File: config.mk
export PLATFORM = sky130hd
export DESIGN_NAME = sseg_hex_display
export DESIGN_NICKNAME = d
export VERILOG_FILES = /design/src/rtl/sseg_hex_display.sv
export SDC_FILE = /design/constraint.sdc
export NUM_CORES = 1
export LEC_CHECK = 0
export CAP_MARGIN = 30
export CORE_ASPECT_RATIO = 1.5
export CORE_UTILIZATION = 40
export CTS_CLUSTER_DIAMETER = 120
export DETAILED_ROUTE_END_ITERATION = 12
export SETUP_SLACK_MARGIN = 0.1
export SYNTH_ARGS = -nofsm -noshare
export SYNTH_HDL_FRONTEND = slang
export SYNTH_SLANG_ARGS = --single-unit
File: constraint.sdc
create_clock -name CLK -period 3.4 [get_ports CLK]
set_input_delay 0.51 -clock CLK [delete_from_list [all_inputs] [get_ports CLK]]
set_output_delay 0.51 -clock CLK [all_outputs]
set_load 0.005 [all_outputs]
File: src/rtl/sseg_hex_display.sv
// Multi-channel 2-digit hex display driver for 7-segment Pmods.
// Each channel latches an 8-bit debug value into a shadow register, copies it
// to the display register only on digit-phase boundaries (so a digit never
// tears mid-phase), and time-multiplexes both nibbles. A separate divider
// produces a one-cycle tick for slow-stepping the core.
module sseg_hex_display #(
  parameter int CHANNELS      = 2,
  parameter int REFRESH_DIV   = 12000,
  parameter int TICK_DIV      = 12000000,
  parameter int BLANK_LEADING = 1
) (
  input  logic                  CLK,
  input  logic                  reset,
  input  logic [8*CHANNELS-1:0] din,
  input  logic                  din_valid,
  input  logic                  freeze,
  output logic [8*CHANNELS-1:0] dout,
  output logic                  tick
);

  localparam int RW = $clog2(REFRESH_DIV);
  localparam int TW = $clog2(TICK_DIV);
  localparam logic [RW-1:0] R_LAST = RW'(REFRESH_DIV - 1);
  localparam logic [TW-1:0] T_LAST = TW'(TICK_DIV - 1);

  logic [RW-1:0]         rcnt;
  logic [TW-1:0]         tcnt;
  logic                  sel;
  logic                  boundary;
  logic [8*CHANNELS-1:0] shadow;
  logic [8*CHANNELS-1:0] disp;
  logic [8*CHANNELS-1:0] dout_next;

  // One display byte: {digit_sel, seg[6:0]}, segments active-low {g..a}.
  // Only the left digit may be blanked, so a value of 0 still shows "0".
  function automatic logic [7:0] digit_byte(input logic s, input logic [7:0] v);
    logic [3:0] nib;
    logic [6:0] seg;
    nib = s ? v[7:4] : v[3:0];
    case (nib)
      4'h0:    seg = 7'h40;
      4'h1:    seg = 7'h79;
      4'h2:    seg = 7'h24;
      4'h3:    seg = 7'h30;
      4'h4:    seg = 7'h19;
      4'h5:    seg = 7'h12;
      4'h6:    seg = 7'h02;
      4'h7:    seg = 7'h78;
      4'h8:    seg = 7'h00;
      4'h9:    seg = 7'h10;
      4'hA:    seg = 7'h08;
      4'hB:    seg = 7'h03;
      4'hC:    seg = 7'h46;
      4'hD:    seg = 7'h21;
      4'hE:    seg = 7'h06;
      default: seg = 7'h0E;
    endcase
    if (BLANK_LEADING != 0 && s && v[7:4] == 4'h0) seg = 7'h7F;
    return {s, seg};
  endfunction

  assign boundary = (rcnt == R_LAST);

  // Refresh divider: one digit phase every REFRESH_DIV cycles.
  // NOTE: every clocked block uses <= so all registers sample pre-edge values.
  always_ff @(posedge CLK or posedge reset) begin
    if (reset) rcnt <= '0;
    else       rcnt <= boundary ? '0 : rcnt + RW'(1);
  end

  // Shadow capture; freeze holds whatever was last latched.
  always_ff @(posedge CLK or posedge reset) begin
    if (reset)                    shadow <= '0;
    else if (din_valid && !freeze) shadow <= din;
  end

  // Digit select and display copy change together, only on a boundary.
  always_ff @(posedge CLK or posedge reset) begin
    if (reset) begin
      sel  <= 1'b0;
      disp <= '0;
    end else if (boundary) begin
      sel  <= ~sel;
      disp <= shadow;
    end
  end

  // Segment decode for every channel from the shared select.
  // NOTE: dout_next gets a default before the loop so no latch can be inferred.
  always_comb begin
    dout_next = '0;
    for (int c = 0; c < CHANNELS; c++) begin
      dout_next[8*c +: 8] = digit_byte(sel, disp[8*c +: 8]);
    end
  end

  // Registered outputs; reset shows every digit dark with sel = 0.
  always_ff @(posedge CLK or posedge reset) begin
    if (reset) dout <= {CHANNELS{8'h7F}};
    else       dout <= dout_next;
  end

  // Tick divider: tick is high the cycle after tcnt reaches its last value.
  always_ff @(posedge CLK or posedge reset) begin
    if (reset) begin
      tcnt <= '0;
      tick <= 1'b0;
    end else begin
      tcnt <= (tcnt == T_LAST) ? '0 : tcnt + TW'(1);
      tick <= (tcnt == T_LAST);
    end
  end

endmodule
## Yosys cells after proc, flatten, opt, wreduce, memory -nomap -nowiden

Memory sizes are Yosys's and may differ from the RTL's.
Index checks and enable logic that the tools add are counted.
Widths: inputs -> output; s select.

| word-level totals | value |
|---|---|
| flip-flop bits (word level) | 88 |
| memory bits (read-only) | 224 |
| bits of input ports | 20 |
| logic and storage cells | 26 |
| memories | 2 |

| cells by class | value |
|---|---|
| $add $sub $neg | 2 |
| eq/ne operators | 2 |
| muxes and demuxes | 6 |
| bitwise gates (word level) | 1 |
| reduce and logical (&&, ||, !) cells | 6 |

Memories:

| memory | depth | width | read ports | clocked after Yosys merged registers in | write ports | RTL line | text |
|---|---|---|---|---|---|---|---|
| (name not given) | 16 | 7 | 1 | 0 | 0 | 40 | `case (nib)` |
| (name not given) | 16 | 7 | 1 | 0 | 0 | 40 |  |

Operators with widths:

| kind | number |
|---|---|
| $add 24x1->24 const B | 1 |
| $eq 24x24->1 const B | 1 |
| $mux 24 | 1 |
| $add 14x1->14 const B | 1 |
| $eq 14x14->1 const B | 1 |
| $mux 14 | 1 |
| $mux 7 | 2 |
| $logic_not 4->1 | 2 |
| $mux 4 | 2 |
| $logic_and 1x1->1 | 3 |
| $logic_not 1->1 | 1 |
| $not 1->1 | 1 |

## Logic depth before layout (Yosys ltp)

Gate-level depths: netlist of the first run.

| logic depth | value |
|---|---|
| depth in word-level cells | 3 |
| depth in mapped cells | 8 |

## Least setup slack after synthesis of the first run

Ideal clock, no wire load.

| path | value |
|---|---|
| path kind | register to register |
| start point | register sel |
| end point | register dout[11] |
| arrival | 2,243 ps |
| path slack | 1,081 ps |
| cell stages (with the launch flop) | 8 |
| buffers on the path | 2 |
| path through | dfrtp_1 -> clkbuf_1 -> buf_2 -> mux2i_1 -> inv_1 -> ha_1 -> mux4_2 -> a21o_1 |

| between the ends | value |
|---|---|
| cells in the longest elaborated chain, start to end | 3 |
| elaborated cells between the ends (all ways) | 4 |
| classes of those cells | mux: 2; reduce/logical: 1; memory: 1 |

RTL lines:

| element | RTL line | text |
|---|---|---|
| from (decl) | 28 | `logic sel;` |
| from (signal assigned) | 83 | `sel <= ~sel;` |
| $mux 4 | 39 | `nib = s ? v[7:4] : v[3:0];` |
| $mem_v2 16x7 | - |  |
| $mux 7 (*) | 58 | `if (BLANK_LEADING != 0 && s && v[7:4] == 4'h0) seg = 7'h7F;` |
| named net dout_next[11] | 32 | `logic [8*CHANNELS-1:0] dout_next;` |
| to (signal assigned) | 99 | `if (reset) dout <= {CHANNELS{8'h7F}};` |
| to (signal assigned) | 100 | `else dout <= dout_next;` |
| to (decl) | 17 | `output logic [8*CHANNELS-1:0] dout,` |

Mark *: on every way through the listed nets, which the timed path passes. The rest lies on a longest branch.
A chain may end at the register's enable or synchronous reset.

## Worst setup path after layout of the first run

Ends and elaborated chain as after synthesis.

==> impl_results.md, run 1 <==
* Yosys warns at 0
* Mean Syn Cell Area at 11.6 um2
* Initial antenna violation count at 0
* Mapped Cells at 356
* Starting Density at 40.9%
* Hold/Removal Path Class: reg -> reg
* Die Width at 84.8 um
* Critical path class: reg -> reg
* Area grow syn2layout at 20.0%
* Top post-synthesis cells by area: dfrtp_1, mux2_2, dfstp_2
* Clk sinks at 87
* WHS Endpoint: shadow[14]
* FP Rows at 45
* TritonCTS clock tree: built
* Post-layout net count at 431
* Gpl congestion at 0.942
* Die area at 10,700 um2
* FF-to-FF Start: sel
* Top-area cell type share of the netlist area at 44.4%
* WP data arrival at 2.46 ns
* Failing checks: DRC
* Hold buffer count at cts at 0
* Critical path startpoint category: flip-flop
* Finished Cell Area at 4940 um2
* Hold WS at 0.501 ns
* Netlist Area Pre-Place at 4120 um2
* Share of cells above drive strength 1 at 19.7%
* DR DRC count at 3
* Setup bufs post-CTS at 0
* Setup crit end kind: flip-flop
* Wire length per cell at 15.2 um
* H-Tree Depth at 3
* First-pass GRT wire length at 13,900 um
* Max clock buf depth at 2
* Gr usage total at 16.4%
* Final TNS setup at 0 ns
* # fillers at 874
* Seq/Total Area, Yosys at 53.3%
* Final Hold Fails at 0
* Final ANT Viol Nets at 0
* RR Endpoint: dout[11]
* Placed cell areas at 4620 um2
* Final worst path period need at 2.20 ns
* Vias at 2,863
* Netlist cell types at 41
* PostCTS Resize Cnt at 0
* Post-Syn Nets at 390
* Final setup viols at 0
* Peak supply drop at 0.211 mV
* Crit-path max FO at 9
* I/O pins at 37
* DR pass1 iterations at 8
* Worst Reg-to-Reg Cells at 5
* P per Cell Area at 447 nW/um2
* EDFF count, synth at 0
* HP Start: shadow[14]
* Worst-case clock skew at 0.00608 ns
* FFs w/ async S/R, synth at 100%
* Reg2reg setup slack at 1.20 ns
* Root Driver: clkbuf_16
* Largest net degree at the start of global routing at 88
* Std-Cell Core Area at 10,100 um2
* Maximum clock rate at 455 MHz
* Top_reg_cell synth: dfrtp_1
* Critical Path RT at 3.67 ns
* # diodes at 0
* Max Transition Viols Final at 0
* Critical path origin: sel
* Max_slew headroom at 56.8%
* GR Overflow Total at 0
* Via-per-instance ratio at 5.52
* Synthesis-stage register bit count at 87
* Number of max-cap violations at 0
* Worst-Skew Late Latency at 0.33 ns
* Hold path cells at 1
* CTS clk-pin slew, worst paths at 0.06 ns
* Hpwl dp at 5600 um
* Post-layout util at 49.0%
* Measured slew at the worst slew-check pin at 0.631 ns
* Drt first-iter violations at 182
* Status: finished, violations left
* Area leader, netlist: dfrtp_1
* Lkg Pwr at 2.16 nW
* RSZ-0062 raised after global routing: false
* Tcrit/Tclk final at 64.6%
* Vias in the first global route at 2,960
* Drt total wl at 7860 um
* IO Port Bufs at 36
* CTS Buf Count at 9
* Die Span Y at 126 um
worst max-delay path by stage:
| stage | endpoint | slack, ns |
|---|---|---|
| global route | dout[11] | 1.06 |
| global placement | dout[3] | 1.31 |
| CTS | dout[11] | 1.22 |
| floorplan | disp[0] | 0.66 |
| detailed placement | dout[11] | 1.23 |
| finish | dout[11] | 1.20 |
report_power, final:
group	switching, mW	total (mW)	internal (mW)
clock network	0.405	1.05	0.644
logic	0.0332	0.0790	0.0459
registers	0.0140	1.08	1.06
kinds of logic after synthesis:
family | share of synthesized area [%]
AO/OA/AOI/OAI | 6.96
XOR/XNOR | 5.32
adder cells (fa/ha/maj) | 4.25
buffers and inverters | 2.58
flip-flops | 53.3
multiplexers | 12.6
AND/OR/NAND/NOR | 14.9
layer usage:
metal	GRT usage, %	wire (um)	vias to the layer above
met3	3.74	276	16
met1	19.1	3290	1421
li1	-	-	1363
met4	8.87	183	0
met5	0	0	-
met2	27.9	4110	63
cells in the mapped netlist, types with 4 or more instances:
library cell and instances:
a21oi_1 16, and2_1 4, and3_1 5, and4_1 4, clkbuf_1 5, dfrtp_1 73, dfstp_2 14, ha_1 14
inv_1 11, mux2_2 38, mux2i_1 7, nand2_1 19, nand3_1 19, nand4_1 12, nor2_1 23, nor3_1 6
nor4_1 6, o21ai_0 15, o221ai_1 5, or3_1 5, xnor2_1 8, xor2_1 17
cell usage in the layout (no fill, tap or decap), types with 6 or more instances in the layout:
master	synthesis	layout
a21oi_1	16	16
clkbuf_16	0	9
clkdlybuf4s50_1	0	36
dfrtp_1	73	73
dfstp_2	14	14
ha_1	14	14
inv_1	11	10
mux2_2	38	38
mux2i_1	7	7
nand2_1	19	19
nand3_1	19	19
nand4_1	12	12
nor2_1	23	23
nor3_1	6	6
nor4_1	6	6
o21ai_0	15	15
xnor2_1	8	8
xor2_1	17	17
worst max-delay path: stages (launching register included):
cell and delay [ns]:
dfrtp_1 0.54, mux2i_1 0.52, inv_1 0.17, ha_1 0.28, mux4_2 0.45, a21o_1 0.17
final cells by class:
class | instances | area, um2 | share of cell area, %
clock inverters | 7 | 96.3 | 1.95
well taps | 117 | 146 | 2.96
inverters | 11 | 42.5 | 0.861
clock buffers | 9 | 225 | 4.56
flip-flops and latches | 87 | 2190 | 44.4
repair buffers | 42 | 418 | 8.46
multi-input cells | 246 | 1820 | 36.8
state kept, by name, indices dropped and copies added, names as in the netlist:
signal / cells
tcnt: 24
disp: 16
shadow: 16
dout: 15
rcnt: 14
sel: 1
tick: 1
through the flow:
stage / setup WS, ns / total power [mW] / cells
6_report: 1.20 / 2.21 / 519
5_1_grt: 1.06 / 2.29 / 519
4_1_cts: 1.22 / 2.24 / 519
3_5_place_dp: 1.23 / 1.18 / 503
3_3_place_gp: 1.31 / 1.18 / 503
2_1_floorplan: 0.663 / 1.14 / 356
Note: power is estimated with default switching activity, not from simulation.
==> inputs of run 2 (changes only) <==
==> constraint.sdc (replaced) <==
create_clock -name CLK -period 2.05 [get_ports CLK]
set_input_delay 0.3075 -clock CLK [delete_from_list [all_inputs] [get_ports CLK]]
set_output_delay 0.3075 -clock CLK [all_outputs]
set_load 0.005 [all_outputs]
==> run 2 against run 1 <==
The flow still finishes with violations (DRC); worst setup slack got worse by 1.0 ns; via count rose by 1.1%; wire length barely moved; clock skew fell by 0.00052 ns; die area did not move; global-route usage rose by 0.38 points; critical path type unchanged; largest cell class unchanged.
==> impl_results.md, run 2 (synthesis gave the netlist of run 1 again) <==
* P per Cell Area at 705 nW/um2 (+58%)
* Final Hold Fails at 0 (unchanged)
* I/O pins at 37 (unchanged)
* Hold buffer count at cts at 0 (unchanged)
* Worst Reg-to-Reg Cells at 4 (-1)
* IO Port Bufs at 36 (unchanged)
* Measured slew at the worst slew-check pin at 0.380 ns (-0.251 ns)
* First-pass GRT wire length at 14,300 um (+3.1%)
* Die Span Y at 126 um (unchanged)
* DR pass1 iterations at 9 (+1)
* Die area at 10,700 um2 (unchanged)
* Worst-case clock skew at 0.00556 ns (-0.000522 ns)
* Number of max-cap violations at 0 (unchanged)
* Final TNS setup at 0 ns (unchanged)
* Critical path startpoint category: flip-flop
* Finished Cell Area at 5050 um2 (+2.2%)
* Drt first-iter violations at 93 (-49%)
* Post-layout net count at 442 (+2.6%)
* Hold WS at 0.243 ns (-0.258 ns)
* Max_slew headroom at 74.4% (+18 points)
* Area grow syn2layout at 22.5%
* Wire length per cell at 14.8 um (-2.1%)
* DR DRC count at 4 (+1)
* Starting Density at 40.9% (unchanged)
* # diodes at 0 (unchanged)
* Worst-Skew Late Latency at 0.33 ns (about the same)
* Final worst path period need at 1.88 ns (-0.315 ns)
* CTS clk-pin slew, worst paths at 0.06 ns (about the same)
* Final setup viols at 0 (unchanged)
* RSZ-0062 raised after global routing: false
* Vias at 2,894 (+1.1%)
* PostCTS Resize Cnt at 0 (unchanged)
* Peak supply drop at 0.473 mV (+120%)
* Gr usage total at 16.8% (+0.38 points)
* Max reg flops at 24 (unchanged)
* Die Width at 84.8 um (unchanged)
* Crit-path max FO at 17 (+8)
* Share of cells above drive strength 1 at 22.3% (+2.6 points)
* H-Tree Depth at 3 (unchanged)
* Maximum clock rate at 532 MHz (+17%)
* Placed cell areas at 4740 um2 (+2.7%)
* Final WS setup at 0.169 ns (-1.03 ns)
* Max Transition Viols Final at 0 (unchanged)
* Setup crit end kind: flip-flop
* CTS Buf Count at 9 (unchanged)
* Via-per-instance ratio at 5.46 (-1.0%)
* FP Rows at 45 (unchanged)
* Final ANT Viol Nets at 0 (unchanged)
* Critical path class: reg -> reg
* Most flops, register: tcnt
* Max clock buf depth at 2 (unchanged)
* Lkg Pwr at 2.20 nW (+2.1%)
* Final Power at 3.56 mW (+61%)
* Placed Cells at 514 (+2.2%)
* Root Driver: clkbuf_16
* Most frequent cells in the layout: dfrtp_1, mux2_2, clkdlybuf4s50_1, nor2_1
* Initial antenna violation count at 0 (unchanged)
* Pre-CTS setup slack at 0.153 ns (-1.08 ns)
* Tcrit/Tclk final at 91.8% (+27 points)
* Post-layout util at 50.1% (+1.1 points)
* WP data arrival at 2.10 ns (-0.36 ns)
* TritonCTS clock tree: built
* Hold/Removal Path Class: in -> async
* Status: finished, violations left
* Std-Cell Core Area at 10,100 um2 (unchanged)
* Largest net degree at the start of global routing at 42 (-52%)
* Final instance count without filler cells at 530 (+2.1%)
* Critical Path RT at 2.27 ns (-1.40 ns)
* Vias in the first global route at 2,969 (+0.30%)
* Commonest non-fill, non-tap cell in the layout: dfrtp_1
* GR Overflow Total at 0 (unchanged)
* Drt total wl at 7860 um (about the same)
* Gpl congestion at 0.889 (-5.6%)
* Largest registers: tcnt x24, disp x16, shadow x16
* Hpwl dp at 5690 um (+1.5%)
* Failing checks: DRC
* Setup bufs post-CTS at 0 (unchanged)
* Clk sinks at 87 (unchanged)
[run 2: changes by cell type in the layout (fill, tap and decap cells not counted), sizes merged]
cell      before  now
clkinvlp       3    4
bufinv         2    1
clkinv         2    1
buf            6   17
clkbuf         9   11
inv           11   10
[run 2: final timing paths]
kind                       endpoint  slack, ns  startpoint
setup reg to reg           disp[15]       0.17     rcnt[5]
hold / removal             tcnt[18]       0.24       reset
setup / recovery           disp[15]       0.17     rcnt[5]
hold reg to reg             disp[9]       0.50   shadow[9]
max in group asynchronous  dout[14]       1.29       reset
min in group CLK            disp[9]       0.50   shadow[9]
[run 2: per-layer routing]
layer  routed length, um  vias to the layer above  share of wire [%]  track usage [%]
met5                   0                        -                  0                0
met4                 189                        0                2.4             7.38
met3                 199                       19                2.5             2.95
met2                4160                       58                 53             29.6
met1                3310                     1434                 42             19.8
li1                    -                     1383                  -                -
[run 2: area by class of cell]
class	instances	area [um2]
Sequential cell	87	2200
Clock inverter	5	57.6
Inverter	11	45.0
Multi-Input combinational cell	246	1830
Clock buffer	11	243
Tap cell	117	146
Timing Repair Buffer	53	526
Fill cell	904	5030
[run 2: power by group]
part | leakage, nW | switching [mW] | internal [mW]
logic | 0.968 | 0.0560 | 0.0812
clock network | 0.138 | 0.657 | 0.975
registers | 1.10 | 0.0238 | 1.77
total | 2.20 | 0.737 | 2.82
[run 2: critical path: stages, from the launching register on]
cell and delay, ns:
dfrtp_1 0.42, or4b_4 0.56, nor4_4 0.22, buf_12 0.20, mux2_2 0.35
==> inputs of run 3 (changes only) <==
--- a/config.mk
+++ b/config.mk
@@ -7,7 +7,7 @@
 export LEC_CHECK = 0
 export CAP_MARGIN = 30
 export CORE_ASPECT_RATIO = 1.5
-export CORE_UTILIZATION = 40
+export CORE_UTILIZATION = 25
 export CTS_CLUSTER_DIAMETER = 120
 export DETAILED_ROUTE_END_ITERATION = 12
 export SETUP_SLACK_MARGIN = 0.1
==> run 3 against run 2 <==
Sequential cell count is the same; die area up 59%; cell area is 1.8% higher; worst hold slack better by 0.10 ns; sequential share of layout area fell by 0.76 points; the flow now finishes without violations; via count down 0.38%; largest cell class unchanged; fmax down 0.41%; count of clock-buffer cells in the layout is 2 higher; global-route usage is 6.3 points lower; utilization fell by 18 points; critical path type unchanged; clock power is 6% lower.
==> impl_results.md, run 3 (synthesis gave the netlist of run 1 again) <==
* Status: completed
* Final Hold Fails at 0 (unchanged)
* Gpl congestion at 0.882 (-0.75%)
* Most flops, register: tcnt
* Setup bufs post-CTS at 0 (unchanged)
* FF-to-FF Start: rcnt[5]
* Area occupied by multi-input gates at 1840 um2 (+0.48%)
* Share of cells above drive strength 1 at 21.6% (-0.67 points)
* Tcrit/Tclk final at 92.1% (+0.37 points)
* Die area at 17,000 um2 (+59%)
* Starting Density at 25.5% (-15 points)
* Max_slew headroom at 56.9% (-18 points)
* Measured slew at the worst slew-check pin at 0.628 ns (+0.248 ns)
* Most frequent cells in the layout: dfrtp_1, mux2_2, clkdlybuf4s50_1, nor2_1
* Final TNS setup at 0 ns (unchanged)
* Critical Path RT at 2.27 ns (about the same)
* Max reg flops at 24 (unchanged)
* Final ANT Viol Nets at 0 (unchanged)
* Hpwl dp at 6080 um (+6.9%)
* Final worst path period need at 1.89 ns (+0.00768 ns)
* Register area at 2200 um2 (unchanged)
* Hold buffer count at cts at 0 (unchanged)
* Vias in the first global route at 2,949 (-0.67%)
* Placed Cells at 602 (+17%)
* Lkg Pwr at 2.21 nW (+0.12%)
* Drt total wl at 8310 um (+5.7%)
* FP Rows at 57 (+27%)
* Hold/Removal Path Class: in -> async
* First-pass GRT wire length at 14,000 um (-1.9%)
* RSZ-0062 raised after global routing: false
* Max clock buf depth at 2 (unchanged)
* Largest registers: tcnt x24, disp x16, shadow x16
* Finished Cell Area at 5140 um2 (+1.8%)
* Gr usage total at 10.5% (-6.3 points)
* Worst-Skew Late Latency at 0.34 ns (about the same)
* Commonest non-fill, non-tap cell in the layout: dfrtp_1
* Maximum clock rate at 529 MHz (-0.41%)
* # fillers at 1,621 (+79%)
* Initial antenna violation count at 0 (unchanged)
* Vias at 2,883 (-0.38%)
* Post-layout net count at 441 (-0.23%)
* Final setup viols at 0 (unchanged)
* Drt first-iter violations at 113 (+22%)
* Final instance count without filler cells at 618 (+17%)
* Peak supply drop at 0.444 mV (-6.2%)
* IO Port Bufs at 36 (unchanged)
* # diodes at 0 (unchanged)
* CTS clk-pin slew, worst paths at 0.06 ns (about the same)
* Area grow syn2layout at 24.7%
* GR Overflow Total at 0 (unchanged)
* Largest net degree at the start of global routing at 35 (-17%)
* Critical path origin: rcnt[5]
* Via-per-instance ratio at 4.67 (-15%)
* CTS Buf Count at 9 (unchanged)
* Hold WS at 0.344 ns (+0.101 ns)
* H-Tree Depth at 3 (unchanged)
* Crit-path max FO at 9 (-8)
* Max Transition Viols Final at 0 (unchanged)
* Critical path class: reg -> reg
* WP data arrival at 2.11 ns (about the same)
* Worst-case clock skew at 0.00620 ns (+0.000641 ns)
* TritonCTS clock tree: built
* DR DRC count at 0 (-4)
* P per Cell Area at 674 nW/um2 (-4.4%)
* Die Width at 107 um (+26%)
* Placed cell areas at 4850 um2 (+2.2%)
* Critical path startpoint category: flip-flop
* Clk sinks at 87 (unchanged)
* Std-Cell Core Area at 16,100 um2 (+60%)
* Setup crit end kind: flip-flop
* Wire length per cell at 13.4 um (-9.4%)
* Number of max-cap violations at 0 (unchanged)
* Root Driver: clkbuf_16
* DR pass1 iterations at 4 (-5)
* I/O pins at 37 (unchanged)
* Die Span Y at 159 um (+26%)
-- run 3: routing by layer --
metal	share of wire, %	GRT usage, %	vias to the layer above
li1	-	-	1383
met1	40	10.9	1417
met2	55	19.0	63
met3	2.8	2.09	20
met4	2.6	6.10	0
met5	0	0	-
-- run 3: cell type report --
type / count / area share, %
Clock inverter: 3 / 0.341
Multi-Input combinational cell: 246 / 35.9
Sequential cell: 87 / 42.8
Inverter: 11 / 0.877
Timing Repair Buffer: 52 / 10.1
Clock buffer: 13 / 5.07
Tap cell: 206 / 5.02
-- run 3: final timing paths --
check	slack (ns)	cells past startpoint	to
worst max-delay path	0.16	4	disp[4]
worst max register to register	0.16	4	disp[4]
min in group CLK	0.50	1	tcnt[19]
max in group asynchronous	1.15	3	dout[9]
worst min-delay path	0.34	2	shadow[1]
worst min register to register	0.50	1	tcnt[19]
-- run 3: per-stage QoR --
| stage | total power [mW] | setup WS (ns) | util [%] |
|---|---|---|---|
| floorplan | 1.89 | 0.0953 | - |
| global placement | 1.97 | 0.181 | 30.1 |
| detailed placement | 1.97 | 0.109 | 30.1 |
| CTS | 3.54 | 0.151 | 31.8 |
| global route | 3.61 | 0.104 | 31.9 |
| finish | 3.46 | 0.161 | 31.9 |
-- run 3: timing repair --
action	CTS	global route
gates cloned	0	0
gates resized for setup	1	2
pin swaps	0	1
endpoints found under the setup margin	1	9
-- run 3: critical path, stage by stage (launching register included) --
cell and delay, ns:
dfrtp_1 0.41, or4b_4 0.56, nor4_4 0.22, buf_4 0.24, mux2_2 0.34
-- run 3: power by group --
part / switching [mW] / leakage (nW) / internal (mW)
combinational: 0.0576 / 0.973 / 0.0823
sequential: 0.0281 / 1.10 / 1.77
clock: 0.645 / 0.136 / 0.884
